**src/rtl/led_pkg.sv**
```systemverilog
// Shared constants for the LED fader: colour codes, channel indices, FSM states.
package led_pkg;
  localparam logic [2:0] COLOUR_OFF = 3'b000;
  localparam logic [2:0] COLOUR_ALL = 3'b111;

  localparam int RED   = 0;
  localparam int GREEN = 1;
  localparam int BLUE  = 2;

  typedef enum logic {
    IDLE = 1'b0,
    FADE = 1'b1
  } fade_state_e;
endpackage

```
**src/rtl/fade_channel.sv**
```systemverilog
// One PWM channel: target register, saturating linear fade of the duty
// toward the target once per period, and a registered PWM compare.
module fade_channel #(
  parameter int PWM_BITS = 8,
  parameter int STEP     = 16
) (
  input  logic                clk,
  input  logic                rst_n,
  input  logic                load,
  input  logic                en,
  input  logic [PWM_BITS-1:0] level,
  input  logic                boundary,
  input  logic [PWM_BITS-1:0] cnt,
  output logic                led,
  output logic                match
);
  localparam logic [PWM_BITS:0] STEP_W = (PWM_BITS+1)'(STEP);

  logic [PWM_BITS-1:0] target, duty, duty_next;
  logic [PWM_BITS:0]   tgt_w, duty_w, diff;

  // Extra bit keeps duty+STEP from wrapping before the clamp to target.
  always_comb begin
    tgt_w     = {1'b0, target};
    duty_w    = {1'b0, duty};
    diff      = '0;
    duty_next = duty;
    if (tgt_w >= duty_w) begin
      diff      = tgt_w - duty_w;
      duty_next = (diff <= STEP_W) ? target : PWM_BITS'(duty_w + STEP_W);
    end else begin
      diff      = duty_w - tgt_w;
      duty_next = (diff <= STEP_W) ? target : PWM_BITS'(duty_w - STEP_W);
    end
  end

  always_ff @(posedge clk or negedge rst_n) begin
    if (!rst_n) begin
      target <= '0;
      duty   <= '0;
      led    <= 1'b0;
    end else begin
      if (load)     target <= en ? level : '0;
      if (boundary) duty   <= duty_next;
      led <= (duty > cnt);
    end
  end

  assign match = (duty == target);
endmodule

```
**src/rtl/led_fader.sv**
```systemverilog
// RGB PWM driver that cross-fades each channel toward the sampled colour,
// flags rejected codes and reports fade activity.
module led_fader
  import led_pkg::*;
#(
  parameter int PWM_BITS = 8,
  parameter int STEP     = 16
) (
  input  logic                clk,
  input  logic                rst_n,
  input  logic [2:0]          colour,
  input  logic [PWM_BITS-1:0] level,
  output logic [2:0]          led,
  output logic                busy,
  output logic                illegal
);
  logic [PWM_BITS-1:0] cnt;
  logic                boundary, legal;
  logic [2:0]          led_ch, match;
  fade_state_e         state, state_next;

  assign boundary = &cnt;
  assign legal    = (colour != COLOUR_OFF) && (colour != COLOUR_ALL);

  always_ff @(posedge clk or negedge rst_n) begin
    if (!rst_n) begin
      cnt     <= '0;
      illegal <= 1'b0;
      state   <= IDLE;
    end else begin
      cnt     <= cnt + 1'b1;
      illegal <= !legal;
      state   <= state_next;
    end
  end

  // Duties only move on boundaries, so a full match in FADE implies the
  // last boundary update landed every channel on its target.
  always_comb begin
    state_next = state;
    case (state)
      IDLE:    if (!(&match)) state_next = FADE;
      FADE:    if (&match)    state_next = IDLE;
      default: state_next = IDLE;
    endcase
  end

  assign busy = (state == FADE);

  for (genvar c = 0; c < 3; c++) begin : g_ch
    fade_channel #(.PWM_BITS(PWM_BITS), .STEP(STEP)) u_ch (
      .clk      (clk),
      .rst_n    (rst_n),
      .load     (legal),
      .en       (colour[c]),
      .level    (level),
      .boundary (boundary),
      .cnt      (cnt),
      .led      (led_ch[c]),
      .match    (match[c])
    );
  end

  assign led = {led_ch[BLUE], led_ch[GREEN], led_ch[RED]};
endmodule

```
**config.mk**
```make
export PLATFORM = sky130hd
export DESIGN_NAME = led_fader
export DESIGN_NICKNAME = d
export VERILOG_FILES = /design/src/rtl/led_pkg.sv /design/src/rtl/fade_channel.sv /design/src/rtl/led_fader.sv
export SDC_FILE = /design/constraint.sdc
export NUM_CORES = 1
export LEC_CHECK = 0
export BUFFER_PORTS_ARGS = -buffer_cell sky130_fd_sc_hd__buf_2
export CELL_PAD_IN_SITES_DETAIL_PLACEMENT = 1
export CELL_PAD_IN_SITES_GLOBAL_PLACEMENT = 1
export CORE_MARGIN = 2
export CORE_UTILIZATION = 49
export CTS_CLUSTER_SIZE = 16
export DETAILED_ROUTE_END_ITERATION = 6
export GPL_ROUTABILITY_DRIVEN = 1
export GPL_TIMING_DRIVEN = 1
export PLACE_DENSITY_LB_ADDON = 0.1
export SYNTH_ARGS = -nofsm -noshare
export SYNTH_HDL_FRONTEND = slang
export SYNTH_SLANG_ARGS = --single-unit
```
**constraint.sdc**
```tcl
create_clock -name clk -period 3.82 [get_ports clk]
set_input_delay 1.146 -clock clk [delete_from_list [all_inputs] [get_ports clk]]
set_output_delay 1.146 -clock clk [all_outputs]
set_load 0.02 [all_outputs]
```
==> results of run 1 <==
[report_power, final]
part | switching, W | internal [W] | total [W]
combinational | 0.000317 | 0.000185 | 0.000502
clock | 0.000306 | 0.000309 | 0.000615
sequential | 0.0000287 | 0.000669 | 0.000698
[cell families after synthesis]
kind of cell             synth area share
AND/OR/NAND/NOR                    0.2004
AO/OA/AOI/OAI                      0.2188
buffers and inverters             0.06266
adder cells (fa/ha/maj)            0.1847
flip-flops                         0.2852
XOR/XNOR                          0.03273
multiplexers                      0.01543
[cell usage in the layout (no fill, tap or decap), types with 3 or more instances in the layout]
master                      n
sky130_fd_sc_hd__nor2b_1   12
sky130_fd_sc_hd__a31oi_1    6
sky130_fd_sc_hd__nor4b_1    3
sky130_fd_sc_hd__or3_1      5
sky130_fd_sc_hd__a221oi_1   4
sky130_fd_sc_hd__clkbuf_8   9
sky130_fd_sc_hd__nand3_1   27
sky130_fd_sc_hd__a211o_1    5
sky130_fd_sc_hd__dfrtp_1   61
sky130_fd_sc_hd__inv_6      3
sky130_fd_sc_hd__o31ai_1    6
sky130_fd_sc_hd__buf_2     17
sky130_fd_sc_hd__o21ai_0   47
sky130_fd_sc_hd__nor3_1    14
sky130_fd_sc_hd__o21bai_1   5
sky130_fd_sc_hd__and2_1     3
sky130_fd_sc_hd__nand4_1   11
sky130_fd_sc_hd__buf_4      5
sky130_fd_sc_hd__a21oi_1   20
sky130_fd_sc_hd__o21a_1     7
sky130_fd_sc_hd__nand3b_1   3
sky130_fd_sc_hd__xnor2_1   15
sky130_fd_sc_hd__mux2i_1    6
sky130_fd_sc_hd__a211oi_1   7
sky130_fd_sc_hd__nand2_1   58
sky130_fd_sc_hd__nand2b_1  16
sky130_fd_sc_hd__o21ai_1    3
sky130_fd_sc_hd__ha_1      79
sky130_fd_sc_hd__a22o_1     8
sky130_fd_sc_hd__xor2_1     5
sky130_fd_sc_hd__inv_1     66
sky130_fd_sc_hd__nor2_1    35
sky130_fd_sc_hd__o211ai_1   5
sky130_fd_sc_hd__a21o_1     6
[metrics by stage]
step | cell area [um2] | util | worst slack (ns) | std cells
CTS | 5774 | 0.5374 | 0.6101 | 787
detailed placement | 5570 | 0.5184 | 0.6331 | 771
global route | 5774 | 0.5374 | 0.3146 | 787
global placement | 5570 | 0.5184 | 0.6384 | 771
floorplan | 5351 | - | 1.075 | 628
finish | 5774 | 0.5374 | 0.6359 | 787
[how the worst max path moves through the flow]
| stage | start | end | slack [ns] | cells after the start |
|---|---|---|---|---|
| 6_report | g_ch[0].u_ch.duty[4] | g_ch[0].u_ch.duty[6] | 0.64 | 10 |
| 5_1_grt | g_ch[0].u_ch.duty[4] | g_ch[0].u_ch.duty[5] | 0.31 | 10 |
| 4_1_cts | g_ch[0].u_ch.duty[4] | g_ch[0].u_ch.duty[6] | 0.61 | 10 |
| 3_5_place_dp | g_ch[0].u_ch.duty[4] | g_ch[0].u_ch.duty[6] | 0.63 | 10 |
| 3_3_place_gp | g_ch[0].u_ch.duty[4] | g_ch[0].u_ch.duty[7] | 0.64 | 10 |
| 2_1_floorplan | g_ch[0].u_ch.duty[4] | g_ch[0].u_ch.duty[7] | 1.08 | 10 |
[worst reg2reg max path: stages, from the launching register on]
cell	delay [ns]
sky130_fd_sc_hd__dfrtp_1	0.49
sky130_fd_sc_hd__inv_1	0.12
sky130_fd_sc_hd__ha_1	0.42
sky130_fd_sc_hd__nand3_1	0.17
sky130_fd_sc_hd__nor4b_1	0.72
sky130_fd_sc_hd__or2_2	0.24
sky130_fd_sc_hd__a31oi_1	0.06
sky130_fd_sc_hd__o41a_2	0.19
sky130_fd_sc_hd__and4_1	0.23
sky130_fd_sc_hd__a211oi_1	0.24
sky130_fd_sc_hd__o22ai_1	0.13
[layout make-up]
type	count	area, um2
Clock buffer	9	123.9
Clock inverter	7	80.08
Fill cell	1343	4971
Inverter	66	247.7
Multi-Input combinational cell	482	3498
Sequential cell	61	1526
Tap cell	140	175.2
Timing Repair Buffer	22	122.6
[registers in the layout, summed over array words and instances, names as in the netlist]
name / count
g_ch.u_ch.duty: 24
g_ch.u_ch.target: 24
cnt: 8
g_ch.u_ch.led: 3
busy: 1
illegal: 1
[per-layer routing]
layer	up-vias	GRT usage	wire length (um)
met3	37	0.04159	418
met4	0	0.1154	448
li1	2281	-	-
met1	2323	0.3373	6721
met5	-	0	0
met2	71	0.4732	7457
==> parameters.txt, run 1 <==
Parameter                              Value

Timing
  Worst hold margin ... around 0.52 ns
  Final period util ... 0.8335
  Least-Margin Pin Slew ... between 0.8 and 0.9 ns
  Number of max-slew violations in the final report ... 0
  Number of setup violations in the final report ... 0
  Relative slew margins ... 0.4280
  Final setup skew ... a little under 0.02 ns
  RSZ-0062 raised after global routing ... false
  Final-report hold violation count ... 0
  Total negative slack for setup checks ... 0 ns
  Achievable frequency ... between 0.3 and 0.4 GHz
  Final worst path period need ... 3.184 ns

Synth
  Post-synth net total ... a little over 700
  Library cell with the largest summed area after synthesis ... sky130_fd_sc_hd__dfrtp_1
  Commonest cells in the synthesized netlist ... sky130_fd_sc_hd__ha_1, sky130_fd_sc_hd__inv_1, sky130_fd_sc_hd__dfrtp_1, sky130_fd_sc_hd__nand2_1, sky130_fd_sc_hd__o21ai_0
  Synthesis Warnings ... 0
  Cell area after synthesis ... roughly 5400 um2
  Number of instances in the synthesized netlist ... 628
  Number of synthesized register bits ... 61
  Number of different library cells in the post-synthesis netlist ... 78
  Post-synth ARST share ... 1.000
  Most instantiated flip-flop cell in the synthesis netlist ... sky130_fd_sc_hd__dfrtp_1
  Sequential element share of the synthesized area ... 0.2852
  Number of enable flip-flop cells after synthesis ... 0
  Area contributors post-synth ... sky130_fd_sc_hd__dfrtp_1, sky130_fd_sc_hd__ha_1, sky130_fd_sc_hd__inv_1, sky130_fd_sc_hd__o21ai_0, sky130_fd_sc_hd__nand2_1
  Synth top area share ... 0.2852
  Synthesized area divided by synthesized cell count ... 8.521 um2
  Most frequent cell after synthesis ... sky130_fd_sc_hd__ha_1

Clock tree
  Setup Buffers After CTS ... 0
  Number of H-tree levels ... 3
  Clock-pin slew on the worst setup and hold paths ... approximately 0.090 ns
  TritonCTS clock tree ... built
  Clock Sinks ... between 60 and 70
  # resized after CTS ... 0
  Max clock buf depth ... 2
  Clk Latency, worst-skew pair ... 0.36 ns
  Clock root buffer master ... sky130_fd_sc_hd__clkbuf_8
  Total of hold buffers inserted after clock tree synthesis ... 0
  TritonCTS buffer count ... 9

Worst setup path
  CP cell instances ... inv_1 > ha_1 > nand3_1 > nor4b_1 > or2_2 > a31oi_1 > o41a_2 > and4_1 > a211oi_1 > o22ai_1
  Largest stage delay on the critical path ... a little over 0.7 ns
  Path type of the worst setup path ... reg2reg
  CP Data Required Time ... slightly above 4 ns
  Setup crit start kind ... flop
  Worst reg2reg path endpoint ... g_ch[0].u_ch.duty[6]
  Reg2Reg Depth ... 10
  Data arrival time of the critical path ... approximately 3.4 ns
  CP Max Fanout ... 8
  Worst reg2reg startpoint ... g_ch[0].u_ch.duty[4]
  Delay-heaviest family, CP ... simple AND/OR/NAND/NOR gates
  Minimum setup slack among reg-to-reg paths ... roughly 0.64 ns
  Worst path bufs/invs ... 1
  Worst setup EP type ... flop
  Slowest stage cell, crit path ... sky130_fd_sc_hd__nor4b_1

Detailed routing
  Post-DR wirelength/cell ... 19.12 um
  Iteration-0 DRC Markers ... roughly 190
  Detailed Routing Iterations Pass 1 ... 4
  Final routed DRC violation total ... 0
  Final wirelength ... around 15 mm
  Via count normalized by instance count ... around 6
  Vias after detailed routing ... roughly 4700
  Number of nets with antenna violations after routing ... 0

Floorplan
  Die Footprint ... between 10000 and 15000 um2
  Core area ... about 11000 um2
  Number of top-level pins ... 18
  FP Rows ... 38
  Starting density of the core ... 0.4980
  Die Span X ... ~110 um
  Vertical extent of the die ... between 100 and 150 um

Hold path
  HP Start ... cnt[7]
  Worst Hold Path Cells ... 1
  Worst min-delay path category ... reg2reg
  Endpoint of the worst hold path ... cnt[7]

Global routing
  Global-route usage over all layers ... 0.2734
  First-pass GRT wire length ... ~25 mm
  Maximum number of pins on one net before global-route repair ... 42
  Via count of the first global-routing pass ... a little under 5000
  Initial antenna violation count ... 0
  GR Overflow Total ... 0

Final layout
  Antenna Cells ... 0
  Share of cells above drive strength 1 ... 0.08655
  Post-layout nets ... 734
  Area growth from synthesis to layout ... 7.903%

Power and ir drop
  Pwr Density ... between 300 and 400 nW/um2
  Static leakage ... between 2 and 3 nW
  Post-layout power ... 0.001815 W
  Maximum VDD drop ... approximately 160 uV

Placed design
  Last weighted congestion value of the routability-driven placer ... approximately 0.92
  Post-detailed-placement half-perimeter wirelength ... 11.90 mm
  # port buffers ... 17

Run
  Max-cap violation count ... 0

Outcome
  Status ... finished, final reports clean
Power figures use the tool's default switching activity.
==> run 2: changes to the inputs <==
Settings changed: ABC_AREA set to 1, CORE_UTILIZATION 49 to 42.
Clock period 3.82 ns to 2.9 ns, I/O delays scaled along.
==> run 2 against run 1 <==
Effect of this change: via count increased by 25%; cell count grew 41%; clock skew is 0.013 ns lower; synthesized cell count is 42% higher; flip-flop and latch count is the same; setup slack got worse by 0.25 ns; wire length grew 28%; sequential power grew 30%; area after synthesis grew 14%; final area up 17%; critical endpoint is now g_ch[2].u_ch.duty[4]; largest cell class unchanged; largest power group is now clock.
==> parameters.txt, run 2 <==
Parameter                              Value

Timing
  Number of setup violations in the final report ... 0 (unchanged)
  Achievable frequency ... 0.3974 GHz (+27%)
  Relative slew margins ... 0.5547 (+0.1267)
  Final-report hold violation count ... 0 (unchanged)
  Final worst path period need ... 2.517 ns (-0.6676 ns)
  RSZ-0062 raised after global routing ... false
  Total negative slack for setup checks ... 0 ns (unchanged)
  Final setup skew ... 0.006585 ns (-0.01307 ns)
  Worst setup margin ... 0.3835 ns (-0.2524 ns)
  Number of max-slew violations in the final report ... 0 (unchanged)
  Least-Margin Pin Slew ... 0.6619 ns (-0.1938 ns)
  Final period util ... 0.8678 (+0.03422)

Clock tree
  TritonCTS clock tree ... built
  Number of H-tree levels ... 3 (unchanged)
  Clock-pin slew on the worst setup and hold paths ... 0.06 ns (-0.03 ns)
  TritonCTS buffer count ... 9 (unchanged)
  # resized after CTS ... 0 (unchanged)
  Clock root buffer master ... sky130_fd_sc_hd__clkbuf_16
  Clk Latency, worst-skew pair ... 0.34 ns (-0.02 ns)
  Max clock buf depth ... 2 (unchanged)
  Clock Sinks ... 61 (unchanged)
  Setup Buffers After CTS ... 0 (unchanged)
  Total of hold buffers inserted after clock tree synthesis ... 0 (unchanged)

Global routing
  Maximum number of pins on one net before global-route repair ... 25 (-40%)
  Via count of the first global-routing pass ... 6335 (+28%)
  Global-route usage over all layers ... 0.2552 (-0.01825)
  GR Overflow Total ... 0 (unchanged)
  Initial antenna violation count ... 0 (unchanged)
  GR met2 Demand/Resource ... 0.4677 (-0.005519)
  Global routing met3 resource utilization ... 0.03222 (-0.009375)
  Global-route track usage on met1 ... 0.3154 (-0.02191)
  Layer carrying the most global-route usage ... met2
  First-pass GRT wire length ... 31.94 mm (+29%)

Floorplan
  Vertical extent of the die ... 124.7 um (+15%)
  FP Rows ... 44 (+16%)
  Die Span X ... 124.7 um (+15%)
  Die Footprint ... 15550 um2 (+32%)
  Core area ... 14370 um2 (+34%)
  Starting density of the core ... 0.4258 (-0.07221)
  Number of top-level pins ... 18 (unchanged)

Placed design
  Last weighted congestion value of the routability-driven placer ... 0.8373 (-9.2%)
  # port buffers ... 17 (unchanged)
  Post-placement setup slack ... 0.4323 ns (-0.2008 ns)
  Post-detailed-placement half-perimeter wirelength ... 15.69 mm (+32%)
  Placed instance count ... 1095 (+42%)
  Post-place instance area ... 6471 um2 (+16%)

Detailed routing
  Final wirelength ... 19.27 mm (+28%)
  Iteration-0 DRC Markers ... 195 (+3.2%)
  Final routed DRC violation total ... 0 (unchanged)
  Detailed Routing Iterations Pass 1 ... 4 (unchanged)
  Vias after detailed routing ... 5894 (+25%)
  Post-DR wirelength/cell ... 17.34 um (-9.3%)
  Via count normalized by instance count ... 5.305 (-11%)
  Number of nets with antenna violations after routing ... 0 (unchanged)

Worst setup path
  Data arrival time of the critical path ... 2.73 ns (-0.66 ns)
  Path type of the worst setup path ... reg2reg
  Worst setup EP type ... flop
  Reg2Reg Depth ... 14 (+4)
  Setup crit start kind ... flop
  Worst reg2reg startpoint ... g_ch[2].u_ch.duty[4]
  CP Max Fanout ... 7 (-1)
  CP startpoint ... g_ch[2].u_ch.duty[4]
  CP Data Required Time ... 3.11 ns (-0.92 ns)

Synth
  Number of different library cells in the post-synthesis netlist ... 39 (-50%)
  Most frequent cell after synthesis ... sky130_fd_sc_hd__nand2_1
  Synth top area share ... 0.2495 (-0.03576)
  Most instantiated flip-flop cell in the synthesis netlist ... sky130_fd_sc_hd__dfrtp_1
  Sequential element share of the synthesized area ... 0.2495 (-0.03576)
  Synthesized area divided by synthesized cell count ... 6.851 um2 (-20%)
  Area contributors post-synth ... sky130_fd_sc_hd__dfrtp_1, sky130_fd_sc_hd__nand2_1, sky130_fd_sc_hd__ha_1, sky130_fd_sc_hd__nand3_1, sky130_fd_sc_hd__inv_1
  Cell area after synthesis ... 6118 um2 (+14%)
  Library cell with the largest summed area after synthesis ... sky130_fd_sc_hd__dfrtp_1
  Number of instances in the synthesized netlist ... 893 (+42%)
  Commonest cells in the synthesized netlist ... sky130_fd_sc_hd__nand2_1, sky130_fd_sc_hd__inv_1, sky130_fd_sc_hd__nand3_1, sky130_fd_sc_hd__ha_1, sky130_fd_sc_hd__dfrtp_1
  Post-synth net total ... 985 (+37%)
  Synthesis Warnings ... 0 (unchanged)
  Number of synthesized register bits ... 61 (unchanged)
  Number of enable flip-flop cells after synthesis ... 0 (unchanged)
  Post-synth ARST share ... 1.000 (unchanged)

Power and ir drop
  Pwr Density ... 456.0 nW/um2 (+45%)
  Relative contribution of sequential cells to total power ... 0.294 (-0.091)
  Net switching fraction of the power ... 0.3764 (+0.01723)
  Combinational cell fraction of total power ... 0.349 (+0.072)
  Switching Power ... 0.001163 W (+78%)
  Internal portion of total power ... 0.001926 W (+66%)
  Static leakage ... 3.658 nW (+39%)
  Clock network fraction of total power ... 0.357 (+0.018)
  Maximum VDD drop ... 211.7 uV (+34%)

Final layout
  Post-layout nets ... 1014 (+38%)
  Top Registers ... g_ch.u_ch.duty x24, g_ch.u_ch.target x24, cnt x8
  Most frequent standard cell in the layout excluding fill and tap cells ... sky130_fd_sc_hd__nand2_1
  Commonest non-fill, non-tap cells in the layout ... sky130_fd_sc_hd__nand2_1, sky130_fd_sc_hd__inv_1, sky130_fd_sc_hd__nand3_1, sky130_fd_sc_hd__ha_1, sky130_fd_sc_hd__dfrtp_1
  Share of cells above drive strength 1 ... 0.1143 (+0.02779)
  Filler cell count ... 1900 (+41%)
  Antenna Cells ... 0 (unchanged)
  Area growth from synthesis to layout ... 10.74%
  Cell area after layout ... 6775 um2 (+17%)
  Number of standard cells in the layout, taps in and fillers out ... 1111 (+41%)

Outcome
  Status ... finished, final reports clean

Hold path
  Worst min-delay path category ... in2async

Run
  Max-cap violation count ... 0 (unchanged)
run 2: metal layers:
metal  up-vias  part of all wire
met2        65              0.52
met1      2869              0.45
met5         -                 0
met3        24             0.022
met4         0             0.016
li1       2936                 -
run 2: critical path: stages, from the launching register on:
cell,delay (ns)
sky130_fd_sc_hd__dfrtp_1,0.49
sky130_fd_sc_hd__inv_1,0.14
sky130_fd_sc_hd__ha_1,0.42
sky130_fd_sc_hd__nand2_1,0.10
sky130_fd_sc_hd__nand2_1,0.08
sky130_fd_sc_hd__a21oi_1,0.19
sky130_fd_sc_hd__nand2_1,0.09
sky130_fd_sc_hd__nand2_1,0.10
sky130_fd_sc_hd__nand3_1,0.18
sky130_fd_sc_hd__inv_1,0.21
sky130_fd_sc_hd__nand2_2,0.12
sky130_fd_sc_hd__nand2_1,0.08
sky130_fd_sc_hd__nand2_1,0.05
sky130_fd_sc_hd__nand3_1,0.07
sky130_fd_sc_hd__nand2_1,0.07
run 2: area by class of cell:
type | instances | area, um2 | area share
Tap cell | 184 | 230.2 | 0.03398
Sequential cell | 61 | 1526 | 0.2253
Clock buffer | 13 | 260.3 | 0.03841
Timing Repair Buffer | 31 | 190.2 | 0.02807
Clock inverter | 3 | 43.79 | 0.006464
Inverter | 145 | 544.3 | 0.08033
Multi-Input combinational cell | 674 | 3980 | 0.5874
run 2: final timing paths:
check                      slack [ns]                   end
hold reg to reg                  0.51                cnt[1]
min in group clk                 0.51                cnt[1]
setup reg to reg                 0.38  g_ch[2].u_ch.duty[4]
setup / recovery                 0.38  g_ch[2].u_ch.duty[4]
hold / removal                   0.47                cnt[0]
max in group asynchronous        1.75  g_ch[1].u_ch.duty[2]
run 2: kinds of logic (layout without fill, tap and decap cells):
kind of cell	Yosys count	in the layout	share of synthesized area
and+or+nand+nor	488	488	0.3808
adders and majority gates	79	79	0.1616
buffers and inverters	158	192	0.1006
DFF	61	61	0.2495
AOI/OAI and AO/OA	89	89	0.08180
xor gates and xnor gates	18	18	0.02577
run 2: through the flow:
step / util / total power (W) / hold slack, ns
floorplan: - / 0.001716 / 0.4607
global placement: 0.4504 / 0.001951 / 0.4775
detailed placement: 0.4504 / 0.001993 / 0.4996
CTS: 0.4715 / 0.003108 / 0.4824
global route: 0.4715 / 0.003283 / 0.5012
finish: 0.4715 / 0.003089 / 0.4706
run 2: power groups by stage:
stage	Combinational, W	Clock [W]	Sequential, W
after floorplan	0.000802	0	0.000914
after global placement	0.00103	0	0.000921
after detailed placement	0.00107	0	0.000921
after CTS	0.00108	0.00112	0.000908
after global routing	0.00121	0.00116	0.000911
final	0.00108	0.00110	0.000908
==> run 3: changes to the inputs <==
Settings changed: CORE_UTILIZATION 42 to 50.
Clock period 2.9 ns to 3.1 ns, I/O delays scaled along.
==> run 3 against run 2 <==
Effect of this change: final area shrank 2.2%; die area shrank 16%; clock-buffer cell count shrank 3; clock power shrank 16%; sequential power shrank 6.3%; clock skew is essentially flat; first-iteration DRC count grew 35%; combinational power shrank 5%; critical endpoint is now g_ch[2].u_ch.duty[1]; highest routed layer unchanged.
==> parameters.txt, run 3 (synthesis results as in run 2) <==
Parameter                              Value

Clock tree
  TritonCTS clock tree ... built
  Clk Latency, worst-skew pair ... 0.33 ns (about the same)
  Max clock buf depth ... 2 (unchanged)
  Setup Buffers After CTS ... 0 (unchanged)
  Clock Sinks ... 61 (unchanged)
  # resized after CTS ... 0 (unchanged)
  Number of H-tree levels ... 3 (unchanged)
  TritonCTS buffer count ... 9 (unchanged)
  Clock-pin slew on the worst setup and hold paths ... 0.06 ns (about the same)
  Clock root buffer master ... sky130_fd_sc_hd__clkbuf_16
  Total of hold buffers inserted after clock tree synthesis ... 0 (unchanged)

Worst setup path
  Data arrival time of the critical path ... 2.88 ns (+0.15 ns)
  Setup crit start kind ... flop
  CP Max Fanout ... 8 (+1)
  Largest stage delay on the critical path ... 0.50 ns (about the same)
  CP cell instances ... inv_1 > ha_1 > nand2_1 > nor2_1 > nand3_1 > nand2_1 > nand2_1 > nand3_1 > inv_1 > nand2_2 > nand3_4 > nand2_1 > o21ai_1
  CP Data Required Time ... 3.31 ns (+0.20 ns)
  Slowest stage cell, crit path ... sky130_fd_sc_hd__dfrtp_1
  Path type of the worst setup path ... reg2reg
  Worst setup EP type ... flop
  Most prevalent standard cell on the critical path ... sky130_fd_sc_hd__nand2_1

Floorplan
  Core area ... 11960 um2 (-17%)
  Die Span X ... 114.6 um (-8.1%)
  Vertical extent of the die ... 114.6 um (-8.1%)
  FP Rows ... 40 (-9.1%)
  Starting density of the core ... 0.5115 (+0.08570)
  Number of top-level pins ... 18 (unchanged)
  Die Footprint ... 13140 um2 (-16%)

Timing
  Worst setup margin ... 0.4329 ns (+0.04941 ns)
  Final-report hold violation count ... 0 (unchanged)
  Final worst path period need ... 2.667 ns (+0.1506 ns)
  Final period util ... 0.8604 (-0.007407)
  Number of max-slew violations in the final report ... 0 (unchanged)
  Total negative slack for setup checks ... 0 ns (unchanged)
  Relative slew margins ... 0.3803 (-0.1743)
  Final setup skew ... 0.006691 ns (+0.0001066 ns)
  Worst hold margin ... 0.4951 ns (+0.02446 ns)
  RSZ-0062 raised after global routing ... false
  Number of setup violations in the final report ... 0 (unchanged)
  Least-Margin Pin Slew ... 0.9294 ns (+0.2675 ns)
  Achievable frequency ... 0.3749 GHz (-5.6%)

Detailed routing
  Final routed DRC violation total ... 0 (unchanged)
  Detailed Routing Iterations Pass 1 ... 5 (+1)
  Vias after detailed routing ... 6023 (+2.2%)
  Number of nets with antenna violations after routing ... 0 (unchanged)
  Iteration-0 DRC Markers ... 264 (+35%)
  Via count normalized by instance count ... 5.655 (+6.6%)
  Post-DR wirelength/cell ... 18.75 um (+8.1%)
  Final wirelength ... 19.97 mm (+3.7%)

Final layout
  Number of standard cells in the layout, taps in and fillers out ... 1065 (-4.1%)
  Antenna Cells ... 0 (unchanged)
  Cell area after layout ... 6625 um2 (-2.2%)
  Commonest non-fill, non-tap cells in the layout ... sky130_fd_sc_hd__nand2_1, sky130_fd_sc_hd__inv_1, sky130_fd_sc_hd__nand3_1, sky130_fd_sc_hd__ha_1, sky130_fd_sc_hd__dfrtp_1
  Post-layout nets ... 1005 (-0.89%)
  Top Registers ... g_ch.u_ch.duty x24, g_ch.u_ch.target x24, cnt x8
  Share of cells above drive strength 1 ... 0.1068 (-0.007594)
  Most frequent standard cell in the layout excluding fill and tap cells ... sky130_fd_sc_hd__nand2_1
  Area growth from synthesis to layout ... 8.282%

Outcome
  Status ... finished, final reports clean

Global routing
  GR Overflow Total ... 0 (unchanged)
  Global-route usage over all layers ... 0.3209 (+0.06573)
  Via count of the first global-routing pass ... 6495 (+2.5%)
  Initial antenna violation count ... 0 (unchanged)
  Maximum number of pins on one net before global-route repair ... 62 (+150%)
  First-pass GRT wire length ... 32.93 mm (+3.1%)

Placed design
  Post-placement setup slack ... 0.5427 ns (+0.1104 ns)
  Post-place instance area ... 6357 um2 (-1.8%)
  Post-detailed-placement half-perimeter wirelength ... 15.77 mm (+0.50%)
  # port buffers ... 17 (unchanged)
  Placed instance count ... 1049 (-4.2%)
  Last weighted congestion value of the routability-driven placer ... 0.9011 (+7.6%)

Run
  Max-cap violation count ... 0 (unchanged)

Power and ir drop
  Maximum VDD drop ... 253.5 uV (+20%)
  Static leakage ... 3.588 nW (-1.9%)
  Pwr Density ... 423.5 nW/um2 (-7.1%)

Hold path
  Worst min-delay path category ... reg2reg
## run 3: cell count changes in the layout (fill, tap and decap cells not counted)
cell and change:
sky130_fd_sc_hd__clkinv_4 -1, sky130_fd_sc_hd__clkinv_2 +2, sky130_fd_sc_hd__buf_4 -9, sky130_fd_sc_hd__clkinvlp_4 +2, sky130_fd_sc_hd__clkbuf_8 -2, sky130_fd_sc_hd__inv_6 +1, sky130_fd_sc_hd__bufinv_16 -1, sky130_fd_sc_hd__clkbuf_1 -1
## run 3: layout make-up
type | instances | area (um2)
multi-input combinational | 674 | 3980
clock buffer | 10 | 229.0
timing repair buffer | 22 | 122.6
sequential | 61 | 1526
fill | 1612 | 5336
clock inverter | 6 | 38.79
inverter | 145 | 544.3
tap | 147 | 183.9
## run 3: path summary, 6_finish.rpt
kind / from / end / slack (ns) / cells after the start
worst max-delay path: g_ch[2].u_ch.duty[5] / g_ch[2].u_ch.duty[1] / 0.43 / 13
worst min-delay path: cnt[1] / cnt[1] / 0.50 / 1
worst max register to register: g_ch[2].u_ch.duty[5] / g_ch[2].u_ch.duty[1] / 0.43 / 13
worst min register to register: cnt[1] / cnt[1] / 0.50 / 1
max in group asynchronous: rst_n / g_ch[1].u_ch.target[6] / 1.80 / 2
min in group asynchronous: rst_n / cnt[0] / 0.76 / 2
## run 3: worst max-delay path: cells and delay by family (launching register included)
family | cells | cell delay (ns)
buffers and inverters | 2 | 0.30
and+or+nand+nor | 9 | 1.21
adders and majority gates | 1 | 0.45
DFF | 1 | 0.50
AOI/OAI and AO/OA | 1 | 0.08
## run 3: where the power goes
group	leakage [nW]	internal [W]	switching [W]	total, W
logic	2.65	0.000309	0.000722	0.00103
registers	0.806	0.000827	0.0000240	0.000851
clock network	0.129	0.000539	0.000384	0.000923
total	3.59	0.00168	0.00113	0.00281
## run 3: stage by stage
stage	total power, W	util
2_1_floorplan	0.001606	-
3_3_place_gp	0.001819	0.5315
3_5_place_dp	0.001874	0.5315
4_1_cts	0.002802	0.5539
5_1_grt	0.002957	0.5539
6_report	0.002806	0.5539
## run 3: routing by layer
| layer | share of wire | track usage | routed length [um] | vias up |
|---|---|---|---|---|
| met5 | 0 | 0 | 0 | - |
| li1 | - | - | - | 2922 |
| met4 | 0.034 | 0.1211 | 686 | 0 |
| met3 | 0.037 | 0.03970 | 743 | 53 |
| met2 | 0.50 | 0.5688 | 9924 | 139 |
| met1 | 0.43 | 0.3972 | 8617 | 2909 |
